<file path="src/rtl/apb_reg_bridge.sv">
// -----------------------------------------------------------------------------
// apb_reg_bridge
//   Converts APB accesses into single-cycle register-bank request strobes and
//   returns the register side's response (data, error) on the APB bus. Accesses
//   to unmapped or misaligned addresses, and writes with no byte strobes, are
//   answered without touching the register side. A cycle budget (TIMEOUT)
//   bounds the wait for reg_ack; a dropped psel aborts the access.
//
// Ports
//   clk, rst        clock (rising edge), asynchronous active-high reset
//   paddr           APB byte address
//   psel, penable   APB select / enable
//   pwrite          APB direction (1 = write)
//   pwdata, pstrb   APB write data and byte strobes
//   pready          transfer complete (registered)
//   prdata          read data, valid while pready=1 (registered)
//   pslverr         transfer error, valid while pready=1 (registered)
//   reg_addr        word index of the access
//   reg_wdata       write data towards the register bank
//   reg_be          byte enables (all ones on reads)
//   reg_wr, reg_rd  one-cycle request strobes
//   reg_rdata       register read data, sampled with reg_ack
//   reg_ack         register side done (may come with the strobe)
//   reg_err         register side error, qualified by reg_ack
// -----------------------------------------------------------------------------
module apb_reg_bridge #(
  parameter int ADDR_W   = 12,
  parameter int DATA_W   = 32,
  parameter int NUM_REGS = 64,
  parameter int TIMEOUT  = 15
) (
  input  logic                                  clk,
  input  logic                                  rst,
  input  logic [ADDR_W-1:0]                     paddr,
  input  logic                                  psel,
  input  logic                                  penable,
  input  logic                                  pwrite,
  input  logic [DATA_W-1:0]                     pwdata,
  input  logic [DATA_W/8-1:0]                   pstrb,
  output logic                                  pready,
  output logic [DATA_W-1:0]                     prdata,
  output logic                                  pslverr,
  output logic [ADDR_W-$clog2(DATA_W/8)-1:0]    reg_addr,
  output logic [DATA_W-1:0]                     reg_wdata,
  output logic [DATA_W/8-1:0]                   reg_be,
  output logic                                  reg_wr,
  output logic                                  reg_rd,
  input  logic [DATA_W-1:0]                     reg_rdata,
  input  logic                                  reg_ack,
  input  logic                                  reg_err
);

  localparam int BYTES = DATA_W / 8;
  localparam int LSB   = $clog2(BYTES);
  localparam int IDX_W = ADDR_W - LSB;
  localparam logic [ADDR_W-1:0] ALIGN_MASK = ADDR_W'(BYTES - 1);
  localparam logic [63:0]       NUM_REGS_C = 64'(NUM_REGS);
  localparam logic [7:0]        TIMEOUT_C  = 8'(TIMEOUT);

  typedef enum logic [1:0] {
    S_IDLE = 2'd0,
    S_REQ  = 2'd1,
    S_WAIT = 2'd2,
    S_RESP = 2'd3
  } state_t;

  state_t              state_r;
  state_t              state_next_s;
  logic [7:0]          cnt_r;
  logic                write_r;
  logic                accept_s;
  logic                err_next_s;
  logic [DATA_W-1:0]   data_next_s;
  logic [IDX_W-1:0]    idx_s;
  logic                illegal_s;

  logic                pready_r;
  logic                pslverr_r;
  logic [DATA_W-1:0]   prdata_r;
  logic                reg_wr_r;
  logic                reg_rd_r;
  logic [IDX_W-1:0]    reg_addr_r;
  logic [DATA_W-1:0]   reg_wdata_r;
  logic [BYTES-1:0]    reg_be_r;

  // Address decode of the live APB address; only used when accepting in IDLE.
  // The alignment mask form avoids a zero-width slice when DATA_W is 8.
  assign idx_s     = IDX_W'(paddr >> LSB);
  assign illegal_s = ((paddr & ALIGN_MASK) != {ADDR_W{1'b0}}) ||
                     (64'(idx_s) >= NUM_REGS_C);

  // Next-state and response selection; response fields are only non-zero on
  // the transition into RESP so the output registers can load them directly.
  always_comb begin
    state_next_s = state_r;
    accept_s     = 1'b0;
    err_next_s   = 1'b0;
    data_next_s  = {DATA_W{1'b0}};
    case (state_r)
      S_IDLE: begin
        if (psel && penable) begin
          accept_s = 1'b1;
          if (illegal_s) begin
            state_next_s = S_RESP;
            err_next_s   = 1'b1;
          end else if (pwrite && (pstrb == {BYTES{1'b0}})) begin
            // nothing to write: answer OK without a strobe
            state_next_s = S_RESP;
          end else begin
            state_next_s = S_REQ;
          end
        end else begin
          state_next_s = S_IDLE;
        end
      end
      S_REQ, S_WAIT: begin
        if (!psel) begin
          // master abort wins over any ack in the same cycle
          state_next_s = S_IDLE;
        end else if (reg_ack) begin
          state_next_s = S_RESP;
          err_next_s   = reg_err;
          if (!write_r && !reg_err) begin
            data_next_s = reg_rdata;
          end else begin
            data_next_s = {DATA_W{1'b0}};
          end
        end else if (cnt_r == TIMEOUT_C) begin
          state_next_s = S_RESP;
          err_next_s   = 1'b1;
        end else begin
          state_next_s = S_WAIT;
        end
      end
      S_RESP: begin
        // always drop back to IDLE; a new access is sampled no earlier than IDLE
        state_next_s = S_IDLE;
      end
      default: begin
        state_next_s = S_IDLE;
      end
    endcase
  end

  // State register and ack-wait counter (cleared on REQ entry, counts REQ/WAIT cycles).
  always_ff @(posedge clk or posedge rst) begin
    if (rst) begin
      state_r <= S_IDLE;
      cnt_r   <= 8'd0;
    end else begin
      state_r <= state_next_s;
      if (state_next_s == S_REQ) begin
        cnt_r <= 8'd0;
      end else if ((state_r == S_REQ) || (state_r == S_WAIT)) begin
        cnt_r <= cnt_r + 8'd1;
      end else begin
        cnt_r <= 8'd0;
      end
    end
  end

  // Request fields are captured on acceptance and held until the next acceptance.
  always_ff @(posedge clk or posedge rst) begin
    if (rst) begin
      reg_addr_r  <= {IDX_W{1'b0}};
      reg_wdata_r <= {DATA_W{1'b0}};
      reg_be_r    <= {BYTES{1'b0}};
      write_r     <= 1'b0;
    end else if (accept_s) begin
      reg_addr_r  <= idx_s;
      reg_wdata_r <= pwdata;
      reg_be_r    <= pwrite ? pstrb : {BYTES{1'b1}};
      write_r     <= pwrite;
    end
  end

  // Registered strobes and APB response; strobes only fire on the IDLE->REQ edge.
  always_ff @(posedge clk or posedge rst) begin
    if (rst) begin
      reg_wr_r  <= 1'b0;
      reg_rd_r  <= 1'b0;
      pready_r  <= 1'b0;
      pslverr_r <= 1'b0;
      prdata_r  <= {DATA_W{1'b0}};
    end else begin
      reg_wr_r  <= (state_next_s == S_REQ) && pwrite;
      reg_rd_r  <= (state_next_s == S_REQ) && !pwrite;
      pready_r  <= (state_next_s == S_RESP);
      pslverr_r <= err_next_s;
      prdata_r  <= data_next_s;
    end
  end

  assign pready    = pready_r;
  assign pslverr   = pslverr_r;
  assign prdata    = prdata_r;
  assign reg_wr    = reg_wr_r;
  assign reg_rd    = reg_rd_r;
  assign reg_addr  = reg_addr_r;
  assign reg_wdata = reg_wdata_r;
  assign reg_be    = reg_be_r;

endmodule
</file>
<file path="config.mk">
export PLATFORM = sky130hd
export DESIGN_NAME = apb_reg_bridge
export DESIGN_NICKNAME = d
export VERILOG_FILES = /design/src/rtl/apb_reg_bridge.sv
export SDC_FILE = /design/constraint.sdc
export NUM_CORES = 1
export LEC_CHECK = 0
export CAP_MARGIN = 20
export CORE_MARGIN = 4
export CORE_UTILIZATION = 34
export CTS_CLUSTER_SIZE = 8
export DETAILED_ROUTE_END_ITERATION = 10
export GPL_ROUTABILITY_DRIVEN = 0
export GPL_TIMING_DRIVEN = 1
export PLACE_DENSITY = 0.69
export SLEW_MARGIN = 20
export SYNTH_ARGS = -nofsm -noshare
export SYNTH_HDL_FRONTEND = slang
export SYNTH_SLANG_ARGS = --single-unit
</file>
<file path="constraint.sdc">
create_clock -name clk -period 2.99 [get_ports clk]
set_input_delay 0.299 -clock clk [delete_from_list [all_inputs] [get_ports clk]]
set_output_delay 0.299 -clock clk [all_outputs]
set_load 0.02 [all_outputs]
</file>
==> run_results.csv, run 1 <==
group,metric,value,unit
clock_tree,cts_buffers,9,
power,leakage,2.475,nW
clock_tree,clock-sinks,93,
routing,first_pass_iters,4,
final_layout,drive_gt1_share,15.91,%
floorplan,coreArea,9955,um^2
routing,remaining_drc_errors,0,
yosys,synth-edff-count,0,
floorplan,die_x,109.9,um
clock_tree,path_clk_slew,100,ps
clock_tree,cts_hold_buf,0,
global_routing,first_global_vias,2649,
yosys,synth_cells,241,
floorplan,start_util,35.43,%
clock_tree,cts_tree,"yes",
worst_setup_path,path_delay_family,"multiplexers",
yosys,synth_top_area_cell,"dfrtp_1",
yosys,yosys-top-cells-area,"dfrtp_1, mux2_2, and2_1",
placement,post-place-ws,884.9,ps
timing,fin_tns_setup,0,ps
floorplan,ios,169,
floorplan,die_area,12070,um^2
routing,first_iter_violations,90,
worst_setup_path,arrival,2070,ps
timing,timing.hold.ws,328.6,ps
worst_setup_path,worstPathMaxFanout,47,
timing,skew,14.65,ps
final_layout,post-route-util,55.87,%
final_layout,finish.instance_area,5562,um^2
power,power_density,664.5,nW/um^2
yosys,syn_avg_cell_area,14.64,um^2
timing,slew_violations,0,
routing,wl_per_cell,15.13,um
worst_setup_path,end_kind,"flip-flop",
final_layout,diodes,0,
yosys,synthAdderAreaFrac,1.419,%
placement,port_buffers,168,
run,maxCapViolCount,0,
yosys,synth_xor_area_share,1.490,%
yosys,synth_most_common_cell,"dfrtp_1",
timing,slew_headroom,56.41,%
yosys,synth_top_family_by_area,"multiplexers",
final_layout,area_growth,57.68,%
timing,rsz0062_at_grt,"no",
clock_tree,htree_levels,3,
yosys,synthesis.nets,332,
power,ir_drop,0.3074,mV
routing,vias_per_cell,4.460,
run_status,status,"finished clean",
placement,dp.cells,538,
timing,fin_ws,1144,ps
worst_setup_path,slowest_stage,"mux2_1",
placement,placed_area,5336,um^2
worst_setup_path,cp_data_required_time,3210,ps
clock_tree,clockBufferDepth,2,
yosys,yosysWarnings,0,
yosys,synth_common_cells,"dfrtp_1, mux2_2, and2_1",
timing,worstMarginPinSlew,653.0,ps
global_routing,grt_pass1_wl,12.72,mm
global_routing,track_usage,13.75,%
yosys,synth_mux_area_share,13.41,%
worst_setup_path,cp_num_buf_inv,1,
timing,fin_crit,1846,ps
yosys,synthArstFlopShare,100.0,%
routing,ant_nets,0,
global_routing,antenna_found_initial,0,
worst_setup_path,cp_slowest_stage_delay,520,ps
power,power,3.696,mW
worst_setup_path,worstPathCellList,"inv_1 -> ha_1 -> nand3_4 -> mux2_1",
yosys,synth_area,3527,um^2
yosys,synthSimpleGateAreaFrac,12.77,%
yosys,ys_seq_elements,93,
timing,finalHoldViolations,0,
timing,timing.fmax,541.8,MHz
floorplan,die_h,109.9,um
final_layout,finalNonFillerCells,554,
yosys,synth.distinct_cells,29,
timing,fin_crit_sh,61.73,%
worst_setup_path,r2r_cells,4,
routing,wirelength,8.380,mm
yosys,synth_compound_area_share,2.057,%
clock_tree,clk_latency,350,ps
clock_tree,cts_setup_buffers,0,
timing,setup_viol,0,
final_layout,nNetsFinal,507,
floorplan,rows,36,
worst_setup_path,cp-start-kind,"flip-flop",
placement,dpl.hpwl,6.309,mm
yosys,synth_flop_cell,"dfrtp_1",
worst_setup_path,worst-setup-path-type,"reg2reg",
min_path,hold_class,"in2async",
global_routing,grt_overflow,0,
clock_tree,root_buffer,"clkbuf_8",
clock_tree,ctsResizeCount,0,
yosys,ys_seq_area_share,65.98,%
routing,num_vias,2471,
yosys,synth_top_cell_area_share,65.98,%
worst_setup_path,critical_path_cell_count,4,
global_routing,grt_max_degree,48,
cell usage in the layout, fill, tap and decap left out:
| master | count |
|---|---|
| xnor2_1 | 3 |
| clkinv_4 | 1 |
| nand3_4 | 1 |
| xor2_1 | 3 |
| and2_1 | 32 |
| mux2_2 | 38 |
| bufinv_16 | 2 |
| clkdlybuf4s50_1 | 168 |
| nand3_1 | 3 |
| o21ai_0 | 6 |
| and3_1 | 10 |
| o22ai_1 | 1 |
| clkbuf_1 | 1 |
| or3_4 | 1 |
| clkbuf_8 | 10 |
| nor2_1 | 9 |
| and3b_1 | 2 |
| nand3_2 | 1 |
| nand2_1 | 5 |
| buf_4 | 3 |
| o21ai_2 | 1 |
| clkinv_2 | 1 |
| buf_12 | 1 |
| nand2_2 | 2 |
| clkinvlp_4 | 2 |
| a21oi_1 | 2 |
| dfrtp_1 | 93 |
| a211o_1 | 1 |
| ha_1 | 4 |
| and3_2 | 1 |
| inv_1 | 4 |
| nor4_2 | 1 |
| nor3_1 | 2 |
| mux2_1 | 4 |
| o32ai_1 | 1 |
| nor4_4 | 1 |
power by group:
group	switching, mW	internal (mW)	leakage (nW)	total (mW)
clock	0.433	0.496	0.106	0.929
combinational	0.537	0.635	1.18	1.17
sequential	0.111	1.48	1.19	1.60
total	1.08	2.61	2.47	3.70
routing by layer:
metal,vias up,wire length [um],global-route usage (%)
met3,15,811,5.226
met4,0,172,4.987
li1,1157,-,-
met2,107,4145,23.31
met1,1192,3251,15.77
met5,-,0,0
cell families after synthesis:
group / Yosys count
XOR/XNOR: 6
AO/OA/AOI/OAI: 12
buffers and inverters: 13
flip-flops: 93
AND/OR/NAND/NOR: 71
multiplexers: 42
adder cells (fa/ha/maj): 4
cell type report:
cell class              count  area (um^2)
well taps                 133        166.4
inverters                   5        20.02
clock inverters             5        83.83
fillers                   857         4393
clock buffers              11        141.4
flip-flops and latches     93         2327
multi-input cells         135         1099
repair buffers            172         1724
state kept, by name, summed over array words and instances, names as in the netlist:
name / cells
state_r: 2
reg_addr: 10
reg_wdata: 32
reg_rd: 1
reg_wr: 1
pslverr: 1
reg_be: 4
cnt_r: 8
prdata: 32
pready: 1
write_r: 1
worst paths after layout:
kind / slack, ps / startpoint / endpoint
min in group clk: 490 / reg_rdata[1] / prdata[1]
setup / recovery: 1140 / state_r[0] / reg_wdata[6]
max in group asynchronous: 1970 / rst / reg_addr[8]
hold / removal: 330 / rst / prdata[5]
setup reg to reg: 1140 / state_r[0] / reg_wdata[6]
hold reg to reg: 500 / reg_be[1] / reg_be[1]
Power figures use the tool's default switching activity.
==> run 2, diff against run 1 <==
--- a/config.mk
+++ b/config.mk
@@ -12,7 +12,7 @@
 export DETAILED_ROUTE_END_ITERATION = 10
 export GPL_ROUTABILITY_DRIVEN = 0
 export GPL_TIMING_DRIVEN = 1
-export PLACE_DENSITY = 0.69
+export PLACE_DENSITY = 0.71
 export SLEW_MARGIN = 20
 export SYNTH_ARGS = -nofsm -noshare
 export SYNTH_HDL_FRONTEND = slang
==> constraint.sdc (replaced) <==
create_clock -name clk -period 1.55 [get_ports clk]
set_input_delay 0.155 -clock clk [delete_from_list [all_inputs] [get_ports clk]]
set_output_delay 0.155 -clock clk [all_outputs]
set_load 0.02 [all_outputs]
==> run 2 against run 1 <==
The flow now finishes with violations (setup timing). Power grew 93%. Clock skew is 7.6 ps lower. Critical path depth rose by 3. Cell count is 2.3% higher. Flip-flop and latch count is the same. Highest routed layer unchanged. Critical endpoint is now prdata[3]. Setup slack worse by 1200 ps. Clock power rose by 82%.
==> run_results.csv, run 2 (same netlist as run 1, synthesis figures left out) <==
group,metric,value,unit
run_status,status,"finished with violations",
run_status,violations,"setup timing",
power,pwr-share-seq,43.2,%
power,ir_drop,0.4757,mV
worst_setup_path,arrival,1850,ps
power,pwr-share-clk,23.7,%
worst_setup_path,rr_startpoint,"state_r[1]",
clock_tree,clk_latency,350,ps
global_routing,track_usage,14.60,%
power,p_switching,2.085,mW
placement,port_buffers,168,
worst_setup_path,end_kind,"flip-flop",
global_routing,use_met1,17.75,%
timing,fin_tns_setup,-36.65,ps
worst_setup_path,worstPathMaxFanout,8,
placement,dpl.hpwl,6.706,mm
timing,finalHoldViolations,0,
clock_tree,clockBufferDepth,2,
timing,fin_ws,-8.586,ps
timing,skew,7.087,ps
timing,fin_crit,1559,ps
worst_setup_path,cp-start-kind,"flip-flop",
routing,remaining_drc_errors,0,
timing,worstMarginPinSlew,448.3,ps
run,maxCapViolCount,0,
routing,num_vias,2546,
routing,ant_nets,0,
clock_tree,root_buffer,"clkbuf_8",
power,switching_share,29.21,%
global_routing,busiest_layer,"met2",
clock_tree,cts_buffers,9,
worst_setup_path,rr_endpoint,"prdata[3]",
timing,slew_violations,0,
floorplan,die_x,109.9,um
routing,first_pass_iters,4,
global_routing,grt_pass1_wl,13.48,mm
min_path,hold_class,"in2async",
final_layout,nNetsFinal,522,
power,power_density,1231,nW/um^2
routing,wirelength,9.102,mm
floorplan,die_h,109.9,um
timing,setup_viol,8,
routing,wl_per_cell,16.05,um
worst_setup_path,cp-endpoint,"prdata[3]",
timing,timing.fmax,641.6,MHz
clock_tree,cts_tree,"yes",
global_routing,grtUsageMet2,23.40,%
routing,vias_per_cell,4.490,
floorplan,die_area,12070,um^2
global_routing,antenna_found_initial,0,
floorplan,ios,169,
floorplan,start_util,35.43,%
worst_setup_path,r2r_cells,7,
clock_tree,cts_hold_buf,0,
worst_setup_path,rrSetupSlack,-9,ps
routing,first_iter_violations,90,
floorplan,coreArea,9955,um^2
power,power,7.138,mW
global_routing,grt.met3_usage,5.637,%
clock_tree,htree_levels,3,
floorplan,rows,36,
final_layout,drive_gt1_share,21.43,%
placement,post-place-ws,-52.51,ps
worst_setup_path,crit_start,"state_r[1]",
worst_setup_path,cp_data_required_time,1840,ps
timing,fin_crit_sh,100.6,%
clock_tree,path_clk_slew,90,ps
final_layout,diodes,0,
final_layout,area_growth,64.46,%
timing,rsz0062_at_grt,"yes",
power,leakage,2.646,nW
worst_setup_path,worst-setup-path-type,"reg2reg",
final_layout,final_cell_mix,"clkdlybuf4s50_1, dfrtp_1, mux2_2",
power,combinationalPowerShare,33.2,%
power,p_int,5.053,mW
global_routing,grt_overflow,0,
global_routing,grt_max_degree,37,
timing,slew_headroom,70.05,%
global_routing,first_global_vias,2682,
clock_tree,clock-sinks,93,
final_layout,final_common_cell,"clkdlybuf4s50_1",
[run 2: cell types whose count changed in the layout (fill, tap and decap cells not counted), moves of 4 or more]
cell / previous run / this run
and2_1: 32 / 23
and2_4: 0 / 9
buf_4: 3 / 10
clkdlybuf4s50_1: 168 / 162
buf_12: 1 / 5
dlymetal6s2s_1: 0 / 6
[run 2: final cells by class]
cell class / instances / area (um^2)
fill: 803 / 4154
tap: 133 / 166.4
sequential: 93 / 2327
clock inverter: 5 / 77.57
clock buffer: 9 / 123.9
multi-input combinational: 135 / 1139
inverter: 5 / 22.52
timing repair buffer: 187 / 1944
[run 2: what timing repair did]
item / in CTS / in global routing
setup endpoints to repair: 0 / 36
resized for setup: 0 / 20
setup buffers: 0 / 4
[run 2: power groups by stage]
| stage | registers, mW | clock network (mW) | logic (mW) |
|---|---|---|---|
| floorplan | 3.63 | 0 | 0.563 |
| global placement | 3.12 | 0 | 2.30 |
| detailed placement | 3.14 | 0 | 2.33 |
| CTS | 3.09 | 1.75 | 2.34 |
| global route | 3.14 | 1.86 | 2.52 |
| finish | 3.08 | 1.69 | 2.37 |
[run 2: worst max-delay path, stage by stage, from the launching register on]
cell,delay (ps)
dfrtp_1,380
inv_2,70
ha_4,280
nand2_4,70
nor4_4,230
buf_6,180
clkbuf_16,160
and2_4,130
[run 2: how the worst min path moves through the flow]
stage	to	slack, ps	cells past startpoint
detailed placement	reg_be[2]	480	2
global placement	reg_be[2]	470	2
CTS	prdata[0]	150	2
global route	prdata[17]	160	2
finish	prdata[0]	160	2
floorplan	reg_rd	230	1
[run 2: layer usage]
metal | wire [um] | up-vias
met5 | 0 | -
met4 | 116 | 0
met3 | 882 | 11
met1 | 3689 | 1239
li1 | - | 1189
met2 | 4413 | 107
[run 2: per-stage QoR]
| step | util, % | hold slack [ps] | area (um^2) | cells |
|---|---|---|---|---|
| floorplan | - | 228.5 | 3531 | 241 |
| global placement | 54.74 | 469.7 | 5449 | 546 |
| detailed placement | 54.74 | 484.9 | 5449 | 546 |
| CTS | 56.76 | 152.0 | 5650 | 560 |
| global route | 58.27 | 159.2 | 5801 | 567 |
| finish | 58.27 | 160.5 | 5801 | 567 |
